## src/rtl/systolic_pkg.sv

```systemverilog
// Shared definitions for the systolic feeder and PE array: FSM encoding, run length
// and MSB-first lane slicing so both sides agree on element ordering.
package systolic_pkg;

  typedef enum logic [1:0] {
    IDLE = 2'd0,
    LOAD = 2'd1,
    RUN  = 2'd2,
    DONE = 2'd3
  } state_t;

  // Cycles needed for skew fill, K operands, propagation to the far corner PE and its MAC register.
  function automatic int t_run(input int k_depth, input int x_row, input int y_col);
    return k_depth + x_row + y_col - 1;
  endfunction

  // MSB bit position of element idx in a packed vector of n elements, element 0 at the top.
  function automatic int slice_msb(input int idx, input int n, input int width);
    return n * width - 1 - idx * width;
  endfunction

endpackage

```

## src/rtl/skew_lane_select.sv

```systemverilog
// Picks the operand a skewed lane presents at step t: element t-LANE of its vector,
// or zero while the lane is still filling or already drained.
module skew_lane_select
  import systolic_pkg::*;
#(
  parameter int BITWIDTH = 8,
  parameter int K_DEPTH  = 3,
  parameter int LANE     = 0,
  parameter int CNT_W    = 4
) (
  input  logic [CNT_W-1:0]            t,
  input  logic [K_DEPTH*BITWIDTH-1:0] vec,
  output logic [BITWIDTH-1:0]         operand
);

  // NOTE: operand gets its zero default before the loop, so no path leaves it unassigned (no latch).
  always_comb begin
    operand = '0;
    for (int k = 0; k < K_DEPTH; k++) begin
      if (int'(t) == LANE + k) begin
        operand = vec[slice_msb(k, K_DEPTH, BITWIDTH) -: BITWIDTH];
      end
    end
  end

endmodule

```

## src/rtl/systolic_operand_feeder.sv

```systemverilog
// Captures X and Y, then streams them diagonally skewed into the systolic PE array
// together with the PE enable, accumulator clear, busy and done controls.
module systolic_operand_feeder
  import systolic_pkg::*;
#(
  parameter int BITWIDTH = 8,
  parameter int X_ROW    = 3,
  parameter int Y_COL    = 3,
  parameter int K_DEPTH  = 3
) (
  input  logic                                clk,
  input  logic                                rst,
  input  logic                                start,
  input  logic                                hold,
  input  logic [X_ROW*K_DEPTH*BITWIDTH-1:0]   mat_x,
  input  logic [K_DEPTH*Y_COL*BITWIDTH-1:0]   mat_y,
  output logic [X_ROW*BITWIDTH-1:0]           out_row,
  output logic [Y_COL*BITWIDTH-1:0]           out_col,
  output logic                                pe_en,
  output logic                                acc_clr,
  output logic                                busy,
  output logic                                done
);

  localparam int T_RUN = t_run(K_DEPTH, X_ROW, Y_COL);
  localparam int CNT_W = $clog2(T_RUN + 1);
  localparam int VEC_W = K_DEPTH * BITWIDTH;
  localparam logic [CNT_W-1:0] T_LAST = CNT_W'(T_RUN - 1);

  state_t state_q, state_d;

  logic [CNT_W-1:0]                    t_q, t_d, t_sel;
  logic [X_ROW*K_DEPTH*BITWIDTH-1:0]   x_q;
  logic [K_DEPTH*Y_COL*BITWIDTH-1:0]   y_q;
  logic [X_ROW*BITWIDTH-1:0]           row_sel, row_d;
  logic [Y_COL*BITWIDTH-1:0]           col_sel, col_d;
  logic                                pe_en_d;
  logic                                capture;

  assign capture = (state_q == IDLE) && start;

  // NOTE: operand snapshots carry no reset; they are only read after a capture has filled them.
  always_ff @(posedge clk) begin
    if (capture) begin
      x_q <= mat_x;
      y_q <= mat_y;
    end
  end

  // A row of X is contiguous in the packed matrix, so each row lane takes its slice directly.
  for (genvar i = 0; i < X_ROW; i++) begin : g_row
    skew_lane_select #(
      .BITWIDTH (BITWIDTH),
      .K_DEPTH  (K_DEPTH),
      .LANE     (i),
      .CNT_W    (CNT_W)
    ) u_sel (
      .t       (t_sel),
      .vec     (x_q[slice_msb(i, X_ROW, VEC_W) -: VEC_W]),
      .operand (row_sel[slice_msb(i, X_ROW, BITWIDTH) -: BITWIDTH])
    );
  end

  // A column of Y is strided, so gather it into a K_DEPTH-element vector first.
  for (genvar j = 0; j < Y_COL; j++) begin : g_col
    logic [VEC_W-1:0] col_vec;

    for (genvar k = 0; k < K_DEPTH; k++) begin : g_gather
      assign col_vec[slice_msb(k, K_DEPTH, BITWIDTH) -: BITWIDTH] =
        y_q[slice_msb(k * Y_COL + j, K_DEPTH * Y_COL, BITWIDTH) -: BITWIDTH];
    end

    skew_lane_select #(
      .BITWIDTH (BITWIDTH),
      .K_DEPTH  (K_DEPTH),
      .LANE     (j),
      .CNT_W    (CNT_W)
    ) u_sel (
      .t       (t_sel),
      .vec     (col_vec),
      .operand (col_sel[slice_msb(j, Y_COL, BITWIDTH) -: BITWIDTH])
    );
  end

  // NOTE: sequential state uses non-blocking assignments so every register sees pre-edge values.
  always_ff @(posedge clk or posedge rst) begin
    if (rst) begin
      state_q <= IDLE;
    end else begin
      state_q <= state_d;
    end
  end

  // t_sel is the step about to be presented; streams and pe_en are registered from it.
  always_comb begin
    state_d = state_q;
    t_d     = t_q;
    t_sel   = '0;
    row_d   = out_row;
    col_d   = out_col;
    pe_en_d = 1'b0;
    unique case (state_q)
      IDLE: begin
        row_d = '0;
        col_d = '0;
        if (start) state_d = LOAD;
      end
      LOAD: begin
        state_d = RUN;
        t_d     = '0;
        row_d   = row_sel;
        col_d   = col_sel;
        pe_en_d = 1'b1;
      end
      RUN: begin
        if (!hold) begin
          if (t_q == T_LAST) begin
            state_d = DONE;
            row_d   = '0;
            col_d   = '0;
          end else begin
            t_d     = t_q + 1'b1;
            t_sel   = t_q + 1'b1;
            row_d   = row_sel;
            col_d   = col_sel;
            pe_en_d = 1'b1;
          end
        end
      end
      DONE: begin
        state_d = IDLE;
        row_d   = '0;
        col_d   = '0;
      end
      default: state_d = IDLE;
    endcase
  end

  always_ff @(posedge clk or posedge rst) begin
    if (rst) begin
      t_q     <= '0;
      out_row <= '0;
      out_col <= '0;
      pe_en   <= 1'b0;
      acc_clr <= 1'b0;
      busy    <= 1'b0;
      done    <= 1'b0;
    end else begin
      t_q     <= t_d;
      out_row <= row_d;
      out_col <= col_d;
      pe_en   <= pe_en_d;
      acc_clr <= (state_d == LOAD);
      busy    <= (state_d != IDLE);
      done    <= (state_d == DONE);
    end
  end

endmodule

```

## config.mk

```make
export PLATFORM = sky130hd
export DESIGN_NAME = systolic_operand_feeder
export DESIGN_NICKNAME = d
export VERILOG_FILES = /design/src/rtl/systolic_pkg.sv /design/src/rtl/skew_lane_select.sv /design/src/rtl/systolic_operand_feeder.sv
export SDC_FILE = /design/constraint.sdc
export NUM_CORES = 1
export LEC_CHECK = 0
export ABC_AREA = 1
export BUFFER_PORTS_ARGS = -buffer_cell sky130_fd_sc_hd__buf_2
export CAP_MARGIN = 25
export CORE_AREA = 8 8 126 128
export DETAILED_ROUTE_END_ITERATION = 6
export DIE_AREA = 0 0 134 136
export PLACE_DENSITY = 0.81
export SKIP_CTS_REPAIR_TIMING = 1
export SLEW_MARGIN = 20
export SYNTH_ARGS = -nofsm -noshare
export SYNTH_HDL_FRONTEND = slang
export SYNTH_SLANG_ARGS = --single-unit
```

## constraint.sdc

```tcl
create_clock -name clk -period 12.85 [get_ports clk]
set_clock_uncertainty 0.15 [all_clocks]
set_input_delay 1.285 -clock clk [delete_from_list [all_inputs] [get_ports clk]]
set_output_delay 1.285 -clock clk [all_outputs]
set_load 0.005 [all_outputs]
```

# Yosys cells after proc, flatten, opt, wreduce, memory -nomap -nowiden
# Cells that the tools add are included.
[classes] reduce_logical=7 add_sub_neg=1 muxes=37 eq_ne=12
[ops] operator="two-way mux 8 bit" count=18
[ops] operator="case mux 24 bit (3 select lines)" count=2
[ops] operator="two-way mux 24 bit" count=4
[ops] operator="two-way mux 4 bit" count=5
[ops] operator="== test 4 x 3 -> 1 bit, second input constant" count=3
[ops] operator="case mux 2 bit (4 select lines)" count=1
[ops] operator="case mux 4 bit (2 select lines)" count=1
[ops] operator="== test 2 bit, second input constant" count=3
[ops] operator="two-way mux 2 bit" count=3
[ops] operator="adder 4 x 1 -> 4 bit, second input constant" count=1
[ops] operator="== test 2 x 1 -> 1 bit, second input constant" count=2
[ops] operator="== test 4 x 2 -> 1 bit, second input constant" count=1
[ops] operator="== test 4 bit, second input constant" count=1
[ops] operator="zero test 4 bit" count=1
[ops] operator="inequality test 2 bit, second input constant" count=2
[ops] operator="nonzero test 2 bit" count=2
[ops] operator="AND reduction 3 bit" count=1
[ops] operator="zero test 2 bit" count=1
[ops] operator="two-way mux 1 bit" count=2
[ops] operator="case mux 1 bit (2 select lines)" count=1
[ops] operator="OR reduction 2 bit" count=1
[ops] operator="logical AND 1 bit" count=1
[totals] regBits=202 word_cells=67

# Logic depth before layout (Yosys ltp)
# Gate-level depths: netlist of run 1.
[logic_depth] word_depth=11 depth_mapped=13

# Modules after synthesis
# Synthesis of run 1 repeated with hierarchy kept, for this count alone.
[unflattened] hier_cells=656 area_unflattened_um2=8166.6
[modules_own_cells] module="systolic_operand_feeder" cells_per_inst=412 instances=1 area_each_um2=6855.3
[modules_own_cells] module="skew_lane_select (g_col[1].u_sel ...)" cells_per_inst=41 instances=2 area_each_um2=231.5
[modules_own_cells] module="skew_lane_select (g_col[2].u_sel ...)" cells_per_inst=41 instances=2 area_each_um2=216.5
[modules_own_cells] module="skew_lane_select (g_col[0].u_sel ...)" cells_per_inst=40 instances=2 area_each_um2=207.7

# Worst setup path after synthesis of run 1
# Ideal clock, no wire load.
[synth_timing] path_kind="input to register" startpoint="input start" endpoint="register x_q[0] (enable)" path_stages=2 path_buffers=0 setup_slack_ns=8.108 arrival_time_ns=4.096 required_ns=12.203 path_cell_list="nand2_1 -> inv_1"
[synth_between] elab_chain_len=1
[synth_rtl] element="from (decl)" line="systolic_operand_feeder.sv:13" text="input logic start,"
[synth_rtl] element="logical AND 1 bit" line="systolic_operand_feeder.sv:40" text="assign capture = (state_q == IDLE) && start;"
[synth_rtl] element="via capture" line="systolic_operand_feeder.sv:38" text="logic capture;"
[synth_rtl] element="to (signal assigned)" line="systolic_operand_feeder.sv:45" text="x_q <= mat_x;"
[synth_rtl] element="to (decl)" line="systolic_operand_feeder.sv:33" text="logic [X_ROW*K_DEPTH*BITWIDTH-1:0] x_q;"
# The timed path passes the listed nets, and every way through them passes these cells.
# A chain may end at the register's enable or synchronous reset.

# Final worst setup path of run 1
[layout_timing] startpoint="input hold" endpoint="register out_row[8]"
[layout_between] elab_chain_len=9 word_cells_on_any_way=12 classes_between="eq/ne (4); mux (8)"
[layout_rtl] element="from (decl)" line="systolic_operand_feeder.sv:14" text="input logic hold,"
[layout_rtl] element="two-way mux 4 bit" line="systolic_operand_feeder.sv:116" text="if (!hold) begin"
[layout_rtl] element="two-way mux 4 bit" line="systolic_operand_feeder.sv:102" text="unique case (state_q)"
[layout_rtl] element="== test 4 x 2 -> 1 bit" line="skew_lane_select.sv:20" text="if (int'(t) == LANE + k) begin"
[layout_rtl] element="two-way mux 8 bit (3 in series)" line="skew_lane_select.sv:20"
[layout_rtl] element="two-way mux 24 bit" line="systolic_operand_feeder.sv:117" text="if (t_q == T_LAST) begin"
[layout_rtl] element="two-way mux 24 bit" line="systolic_operand_feeder.sv:116"
[layout_rtl] element="case mux 24 bit (3 select lines)" line="systolic_operand_feeder.sv:102"
[layout_rtl] element="to (signal assigned)" line="systolic_operand_feeder.sv:150" text="out_row <= row_d;"
[layout_rtl] element="to (decl)" line="systolic_operand_feeder.sv:17" text="output logic [X_ROW*BITWIDTH-1:0] out_row,"
# Parallel ways exist; a longest one is shown, timed or not. The select of a mux whose other input is x is not followed.

==> impl_metrics.toml, run 1 <==
[drt]
avgViaCountPerCell = 5.34
via_count = 5404
drt-total-wl_mm = 18.5
drtAntennaViolNets = 0
drt_iter0_drc = 540
wire_per_inst_um = 18.3
drtPass1Iterations = 5
drc = 0

[grt]
grt_max_degree = 98
grt_usage_pct = 20.0
grt_pass1_vias = 5581
grt_pass1_wl_mm = 28.6
antenna_found_initial = 0
overflow = 0

[clock_tree]
numCtsBuffers = 21
clkTransAtPathRegs_ns = 0.06
clock_latency_ns = 0.49
htreeDepth = 1
cts_buffer_depth = 3
cts_tree = "done"
cts.sinks = 202
root_buffer = "clkbuf_16"

[placement]
gp_congestion = 0.801
portBuffers = 199
dp_cells = 973
dp.final_hpwl_mm = 12.1

[critical_path]
cpPeakStageDelay_ns = 0.85
worst-path-max-fanout = 17
cp-start-kind = "primary input"
crit_arrival_ns = 3.42
end_kind = "flop"
crit_type = "in -> reg"
cp.required_ns = 13.11
crit_chain = "buf_2, inv_1, nand4_1, nor2_2, and2_0, nand2_1, nand4_1"
critical_path.most_common_cell = "nand4_1"
path_delay_family = "simple AND/OR/NAND/NOR gates"
critical_path_buf_inv_count = 2
cp_slowest_cell = "and2_0"

[flow_run]
maxCapViolations = 0

[timing]
tns_ns = 0
finalCriticalPeriod_ns = 3.15
slew_headroom_pct = 34.2
fmax_mhz = 317
period_share_pct = 24.5
slew_viol_final = 0
rsz0062_at_grt = "no"
max_slew.worst_pin.slew_ns = 0.986
setup_viol = 0
hold_violations = 0

[floorplan]
die_y_um = 136
initial_utilization_pct = 54.9
ios = 200
rows = 44
die_area_um2 = 18200
die-width_um = 134
core-area_um2 = 14000

[pwr]
pwr_density_cell_nw_per_um2 = 199
max-vdd-ir-drop_uv = 113
leakagePower_uw = 0.00424
p_total_uw = 1900

[logic_synthesis]
synthSimpleGateAreaFrac_pct = 19.2
synthAdderAreaFrac_pct = 0.812
synth_mux_area_share_pct = 0
ys_ff_latch = 202
ys_seq_area_share_pct = 74.9
syn_avg_cell_area_um2 = 12.6
syn_inst = 614
syn_area_um2 = 7710
synth_top_family_by_area = "simple AND/OR/NAND/NOR gates"
yosys_warnings = 0
synth_compound_area_share_pct = 0.731
yosysUniqueCellTypes = 24
syn_nets = 767
synth_xor_area_share_pct = 0

[finish]
drive_gt1_share_pct = 30.2
antennaDiodeCount = 0
area_growth_pct = 23.8
finalNonFillerCells = 1012
fin_nets = 966

[status]
status = "finished, final reports clean"

[min_path]
hold_class = "reg -> reg"
==> registers in the layout (all words and copies together) (netlist names) <==
signal / count
t_q: 4
acc_clr: 1
y_q: 72
out_row: 24
pe_en: 1
x_q: 72
busy: 1
state_q: 2
out_col: 24
done: 1
==> cell usage in the layout (no fill, tap or decap) <==
cell,count
a21oi_1,2
and2_0,1
and2_1,1
buf_16,1
buf_2,199
buf_4,7
clkbuf_1,7
clkbuf_16,21
clkbuf_8,6
clkinv_1,2
clkinv_2,3
dfrtp_1,58
edfxtp_1,144
ha_1,5
inv_1,45
inv_2,1
inv_6,2
nand2_1,135
nand2_2,1
nand3_1,130
nand3_2,2
nand4_1,35
nor2_1,5
nor2_2,4
nor2_4,2
nor3_1,1
o21a_1,1
o21ai_0,5
o21bai_2,1
o22ai_1,1
==> area by class of cell <==
type / instances / area (um2)
flip-flops and latches: 202 / 5780
fillers: 1025 / 4500
multi-input cells: 332 / 1610
repair buffers: 207 / 1080
clock buffers: 34 / 634
well taps: 184 / 230
inverters: 49 / 189
clock inverters: 4 / 23.8
==> per-stage QoR <==
stage	setup slack [ns]	utilization (%)	hold slack, ns	area [um2]
2_1_floorplan	8.11	-	0.281	7710
3_3_place_gp	9.07	63.0	0.284	8850
3_5_place_dp	9.02	63.1	0.295	8850
4_1_cts	9.52	67.7	0.302	9510
5_1_grt	9.44	67.9	0.329	9540
6_report	9.70	67.9	0.299	9540
==> layer usage <==
layer / up-vias / share of wire, % / track usage, %
met4: 0 / 3.6 / 8.42
met2: 274 / 51 / 34.2
met5: - / 0 / 0
met3: 50 / 8.6 / 5.25
li1: 2552 / - / -
met1: 2528 / 37 / 23.6
==> logic make-up (layout without fill, tap and decap cells) <==
logic type / count (synthesis) / after routing
DFF: 202 / 202
AOI/OAI and AO/OA: 10 / 10
buffers and inverters: 80 / 294
and+or+nand+nor: 317 / 317
adders and majority gates: 5 / 5
==> final timing paths <==
check	start	endpoint	slack (ns)	cells after the start
max	hold	out_row[8]	9.70	7
min	y_q[62]	out_col[14]	0.30	2
max reg2reg	state_q[0]	out_row[8]	9.87	7
min reg2reg	y_q[62]	out_col[14]	0.30	2
max in group asynchronous	rst	acc_clr	11.14	3
min in group asynchronous	rst	out_col[12]	0.89	3
==> power breakdown <==
group | leakage (uW) | switching (uW) | internal [uW]
Combinational | 0.00180 | 272 | 134
Sequential | 0.00211 | 56.9 | 866
Clock | 0.000326 | 235 | 337
Total | 0.00424 | 564 | 1340
==> synth_stat cells <==
library cell / instances / area, um2
clkbuf_1: 9 / 33.8
nor2_4: 1 / 11.3
inv_1: 48 / 180
buf_2: 19 / 95.1
buf_4: 3 / 22.5
dfrtp_1: 58 / 1450
and2_0: 1 / 6.26
o21a_1: 1 / 7.51
nand3_1: 130 / 651
ha_1: 5 / 62.6
nor3_1: 1 / 5.00
o21ai_0: 5 / 25.0
nand2_2: 1 / 6.26
nor2_1: 7 / 26.3
o21bai_1: 1 / 7.51
nand3_2: 2 / 20.0
edfxtp_1: 144 / 4320
nand4_1: 35 / 219
nor2_2: 3 / 18.8
a21oi_1: 2 / 10.0
and2_1: 1 / 6.26
nand2_1: 135 / 507
clkinv_1: 1 / 3.75
o22ai_1: 1 / 6.26
==> worst reg2reg max path, stage by stage (launching register included) <==
cell	delay (ns)
dfrtp_1	0.40
inv_1	0.11
ha_1	0.32
nand4_1	0.21
nor2_2	0.60
and2_0	0.85
nand2_1	0.14
nand4_1	0.12
(Power assumes the default switching activity.)
==> run 2: changes to the inputs <==
CORE_AREA = 8 8 138 140   (was 8 8 126 128)
DIE_AREA = 0 0 146 148   (was 0 0 134 136)
PLACE_DENSITY = 0.71   (was 0.81)
clock period = 2.7 ns   (was 12.85 ns; I/O delays follow)
==> run 2 against run 1 <==
  * Critical path depth grew 4
  * Combinational power grew to 5.6 times the previous value
  * Clock power grew to 5.1 times the previous value
  * Via count is 14% higher
  * Sequential power rose to 4.8 times the previous value
  * Highest routed layer unchanged
==> impl_metrics.toml, run 2 (synthesis results as in run 1) <==
[status]
status = "finished, final reports clean"

[min_path]
hold_class = "in -> reg"
whs_path_depth = 4

[grt]
grt_usage_pct = 17.6
grt_pass1_vias = 5664
antenna_found_initial = 2
grt_max_degree = 80
overflow = 0
grt_pass1_wl_mm = 30.2

[finish]
final_area_um2 = 11200
largestRegisters = "x_q (72), y_q (72)"
area_growth_pct = 45.6
drive_gt1_share_pct = 26.9
fin_nets = 1121
final_cell_mix = "buf_2 (199), dlygate4sd3_1 (145), edfxtp_1 (144), nand2_1 (134), nand3_1 (130)"
final_common_cell = "buf_2"
fillers = 1197

[timing]
max_slew.worst_pin.slew_ns = 0.946
slew_viol_final = 0
hold_violations = 0
finalCriticalPeriod_ns = 2.34
setup_viol = 0
fmax_mhz = 428
period_share_pct = 86.6
slew_headroom_pct = 36.8
rsz0062_at_grt = "no"
worst_slack_ns = 0.363

[clock_tree]
cts_buffer_depth = 3
root_buffer = "clkbuf_16"
clkTransAtPathRegs_ns = 0.06
clock_latency_ns = 0.51
cts.sinks = 202
cts_tree = "done"
numCtsBuffers = 22
htreeDepth = 1

[placement]
dp.final_hpwl_mm = 13.1
portBuffers = 199
gp_congestion = 0.794
dp_worst_setup_slack_ns = 0.441
placed_area_um2 = 9050

[drt]
avgViaCountPerCell = 5.09
via_count = 6159
drt_iter0_drc = 431
drtAntennaViolNets = 0
drt-total-wl_mm = 22.7
drtPass1Iterations = 4
drc = 0
wire_per_inst_um = 18.8

[pwr]
p_total_uw = 9590
pwr_density_cell_nw_per_um2 = 855
max-vdd-ir-drop_uv = 590
leakagePower_uw = 0.00493

[flow_run]
maxCapViolations = 0

[critical_path]
reg2reg_depth = 11
crit_arrival_ns = 2.54
cp.required_ns = 2.91
cp-start-kind = "flop"
end_kind = "flop"
worst-path-max-fanout = 9
crit_type = "reg -> reg"

[floorplan]
die_y_um = 148
rows = 48
initial_utilization_pct = 45.5
ios = 200
die-width_um = 146
die_area_um2 = 21600
core-area_um2 = 16900
==> run 2: cell types whose count changed in the layout (fill, tap and decap cells not counted), moves of 2 or more <==
cell / change
clkbuf_1: -3
diode_2: +2
buf_4: +6
buf_12: +4
dlygate4sd3_1: +145
inv_2: +2
clkinvlp_4: +3
clkbuf_8: -2
==> run 2: per-stage QoR <==
| step | hold slack [ns] | utilization (%) | std cells | setup TNS, ns |
|---|---|---|---|---|
| after global routing | 0.0651 | 66.2 | 1211 | 0 |
| final | 0.0644 | 66.2 | 1211 | 0 |
| after global placement | 0.251 | 53.4 | 1024 | 0 |
| after detailed placement | 0.258 | 53.4 | 1024 | 0 |
| after floorplan | 0.219 | - | 614 | -89.71 |
| after CTS | -0.293 | 57.6 | 1064 | 0 |
==> run 2: routing by layer <==
layer / GRT usage, % / vias up / wire length (um)
li1: - / 2866 / -
met1: 21.1 / 2965 / 8740
met2: 29.8 / 262 / 11500
met3: 5.32 / 66 / 1690
met4: 5.72 / 0 / 818
met5: 0 / - / 0
==> run 2: where the power goes <==
part           switching [uW]  total [uW]  internal [uW]
clock network            1210        2930           1720
registers                 287        4400           4120
logic                    1400        2260            856
==> run 2: layout make-up <==
type / instances / area [um2] / area share, %
Sequential cell: 202 / 5780 / 51.5
Clock inverter: 10 / 92.6 / 0.825
Timing Repair Buffer: 361 / 2630 / 23.4
Tap cell: 225 / 282 / 2.51
Clock buffer: 30 / 621 / 5.53
Inverter: 49 / 188 / 1.67
Antenna cell: 2 / 5.00 / 0.0446
Multi-Input combinational cell: 332 / 1630 / 14.5
==> run 2: worst max-delay path, stage by stage (launching register included) <==
cell,delay [ns]
dfrtp_1,0.41
inv_2,0.10
ha_1,0.31
inv_1,0.07
nor2_1,0.10
nand3_1,0.13
inv_1,0.13
nor2_4,0.08
nand2_2,0.07
clkinv_1,0.33
nand2_1,0.18
nand4_1,0.13
==> run 2: worst paths after layout <==
| path | startpoint | end | slack (ns) |
|---|---|---|---|
| max | state_q[0] | out_col[1] | 0.36 |
| min | start | state_q[0] | 0.06 |
| max reg2reg | state_q[0] | out_col[1] | 0.36 |
| min reg2reg | y_q[61] | out_col[13] | 0.30 |
| max in group asynchronous | rst | acc_clr | 1.51 |
| min in group asynchronous | rst | out_col[10] | 0.25 |
==> run 3: changes to the inputs <==
CAP_MARGIN = 20   (was 25)
CORE_AREA = 8 8 137 139   (was 8 8 138 140)
CTS_BUF_LIST = sky130_fd_sc_hd__clkbuf_2 sky130_fd_sc_hd__clkbuf_4 sky130_fd_sc_hd__clkbuf_8   (was default)
DIE_AREA = 0 0 145 147   (was 0 0 146 148)
PLACE_DENSITY = 0.75   (was 0.71)
SYNTH_HIERARCHICAL = 1   (was default)
==> run 3 against run 2 <==
  * Utilization grew 3.3 points
  * Power up 3.9%
  * Sequential power about the same
  * Largest power group unchanged
  * Critical endpoint is now out_row[12]
  * Maximum frequency decreased by 9.0%
  * Clock-buffer cell count increased by 16
  * Synthesized cell count is 6.8% higher
  * Setup slack worse by 0.23 ns
==> impl_metrics.toml, run 3 <==
[status]
status = "finished, final reports clean"

[clock_tree]
root_buffer = "clkbuf_8"
cts.sinks = 202
clock_latency_ns = 0.51
cts_buffer_depth = 3
clkTransAtPathRegs_ns = 0.06
cts_tree = "done"
numCtsBuffers = 35
htreeDepth = 2

[timing]
max_slew.worst_pin.slew_ns = 0.651
slew_viol_final = 0
finalCriticalPeriod_ns = 2.57
hold-worst-slack_ns = 0.00994
fmax_mhz = 389
hold_violations = 0
tns_ns = 0
slew_headroom_pct = 56.5
period_share_pct = 95.1
worst_slack_ns = 0.133
rsz0062_at_grt = "yes"
setup_viol = 0

[logic_synthesis]
synth_edf_count = 144
syn_avg_cell_area_um2 = 12.4
ys_ff_latch = 202
syn_area_um2 = 8170
syn_inst = 656
syn_nets = 810
synth.largest_area_cell = "edfxtp_1"
synth_top_area_share_pct = 52.9
yosysUniqueCellTypes = 21
synth.cells.most_frequent = "nand3_1 (227), edfxtp_1 (144), nand2_1 (108), dfrtp_1 (58), nand3_2 (20)"
ys_seq_area_share_pct = 70.7
synth.most_common_cell = "nand3_1"
yosys-top-cells-area = "edfxtp_1 (53%), dfrtp_1 (18%), nand3_1 (14%)"
yosys_warnings = 6
async_flop_share_pct = 28.7
synthFlopType = "edfxtp_1"

[floorplan]
die-width_um = 145
ios = 200
die_area_um2 = 21300
rows = 48
initial_utilization_pct = 48.7
die_y_um = 147
core-area_um2 = 16800

[placement]
gp_congestion = 0.816
dp_worst_setup_slack_ns = 0.0282
portBuffers = 199
dp.final_hpwl_mm = 14.2

[critical_path]
cp-start-kind = "flop"
critical_path.most_common_cell = "nand3_1"
cp_slowest_cell = "dfrtp_1"
crit_chain = "inv_2, ha_1, nand3_1, buf_4, nor2_2, buf_4, inv_2, nor2_4, nand3_1, nand3_1, nand3_2, nand2_1"
crit_type = "reg -> reg"
worst-path-max-fanout = 9
crit_arrival_ns = 2.86
end_kind = "flop"
cpPeakStageDelay_ns = 0.42
cp.required_ns = 2.99

[grt]
antenna_found_initial = 0
grt_pass1_wl_mm = 32.3
grt_usage_pct = 19.1
overflow = 0
grt_max_degree = 64
grt_pass1_vias = 6060

[flow_run]
maxCapViolations = 0

[pwr]
max-vdd-ir-drop_uv = 555
leakagePower_uw = 0.00509
p_total_uw = 9960
pwr_density_cell_nw_per_um2 = 855

[drt]
via_count = 6743
drtPass1Iterations = 5
drc = 0
avgViaCountPerCell = 5.26
drtAntennaViolNets = 0
wire_per_inst_um = 19.3
drt_iter0_drc = 542
drt-total-wl_mm = 24.8

[finish]
area_growth_pct = 42.7
drive_gt1_share_pct = 31.6
largestRegisters = "x_q (72), y_q (72)"
final_common_cell = "nand3_1"
fillers = 1134
fin_nets = 1183
final_cell_mix = "nand3_1 (227), buf_2 (199), dlygate4sd3_1 (146), edfxtp_1 (144), nand2_1 (106)"

[min_path]
hold_class = "in -> reg"
## run 3: changes by cell type after synthesis, sizes merged, moves of 2 or more
cell	previous run	this run
a21oi	2	4
and2	2	0
buf	22	24
clkbuf	9	2
inv	48	26
nand2	136	108
nand3	132	247
nand4	35	0
nor2	11	28
## run 3: final timing paths
path	from	endpoint	slack [ns]	depth (start not counted)
max	state_q[0]	out_row[12]	0.13	12
min	start	state_q[0]	0.01	3
max reg2reg	state_q[0]	out_row[12]	0.13	12
min reg2reg	out_row[12]	out_row[12]	0.32	2
max in group asynchronous	rst	out_row[4]	1.49	4
min in group asynchronous	rst	out_row[21]	0.26	3
## run 3: layout make-up
| type | count | area (um2) | area share (%) |
|---|---|---|---|
| Tap cell | 225 | 282 | 2.42 |
| Antenna cell | 1 | 2.50 | 0.0215 |
| Clock buffer | 46 | 571 | 4.89 |
| Sequential cell | 202 | 5780 | 49.5 |
| Timing Repair Buffer | 362 | 2660 | 22.8 |
| Multi-Input combinational cell | 402 | 2160 | 18.5 |
| Inverter | 26 | 101 | 0.869 |
| Clock inverter | 18 | 108 | 0.923 |
## run 3: kinds of logic after synthesis
group,count (synthesis),share of synthesized area [%]
buf+inv,52,3.60
flops,202,70.7
fa+ha+maj,6,0.919
simple gates,384,23.9
xor+xnor,1,0.107
compound gates,11,0.751
## run 3: critical path: cells and delay by family (launching register included)
kind,cells,cell delay (ns)
buffers and inverters,4,0.64
AND/OR/NAND/NOR,7,1.06
flip-flops,1,0.42
adder cells (fa/ha/maj),1,0.21
## run 3: per-layer routing
layer	track usage, %	share of wire, %
met3	5.72	8.0
met4	8.05	3.0
met5	0	0
met1	24.1	38
met2	30.2	50
## run 3: through the flow
stage | cell area (um2) | utilization [%] | std cells
after floorplan | 8190 | - | 656
after global placement | 9490 | 56.6 | 1071
after detailed placement | 9490 | 56.6 | 1071
after CTS | 10200 | 60.7 | 1135
after global routing | 11700 | 69.5 | 1281
final | 11700 | 69.6 | 1282
## run 3: report_power, final
part	internal [uW]	switching, uW	total, uW	leakage [uW]
clock network	1480	1240	2720	0.000357
registers	4100	282	4380	0.00212
logic	1000	1860	2860	0.00262
total	6580	3380	9960	0.00509
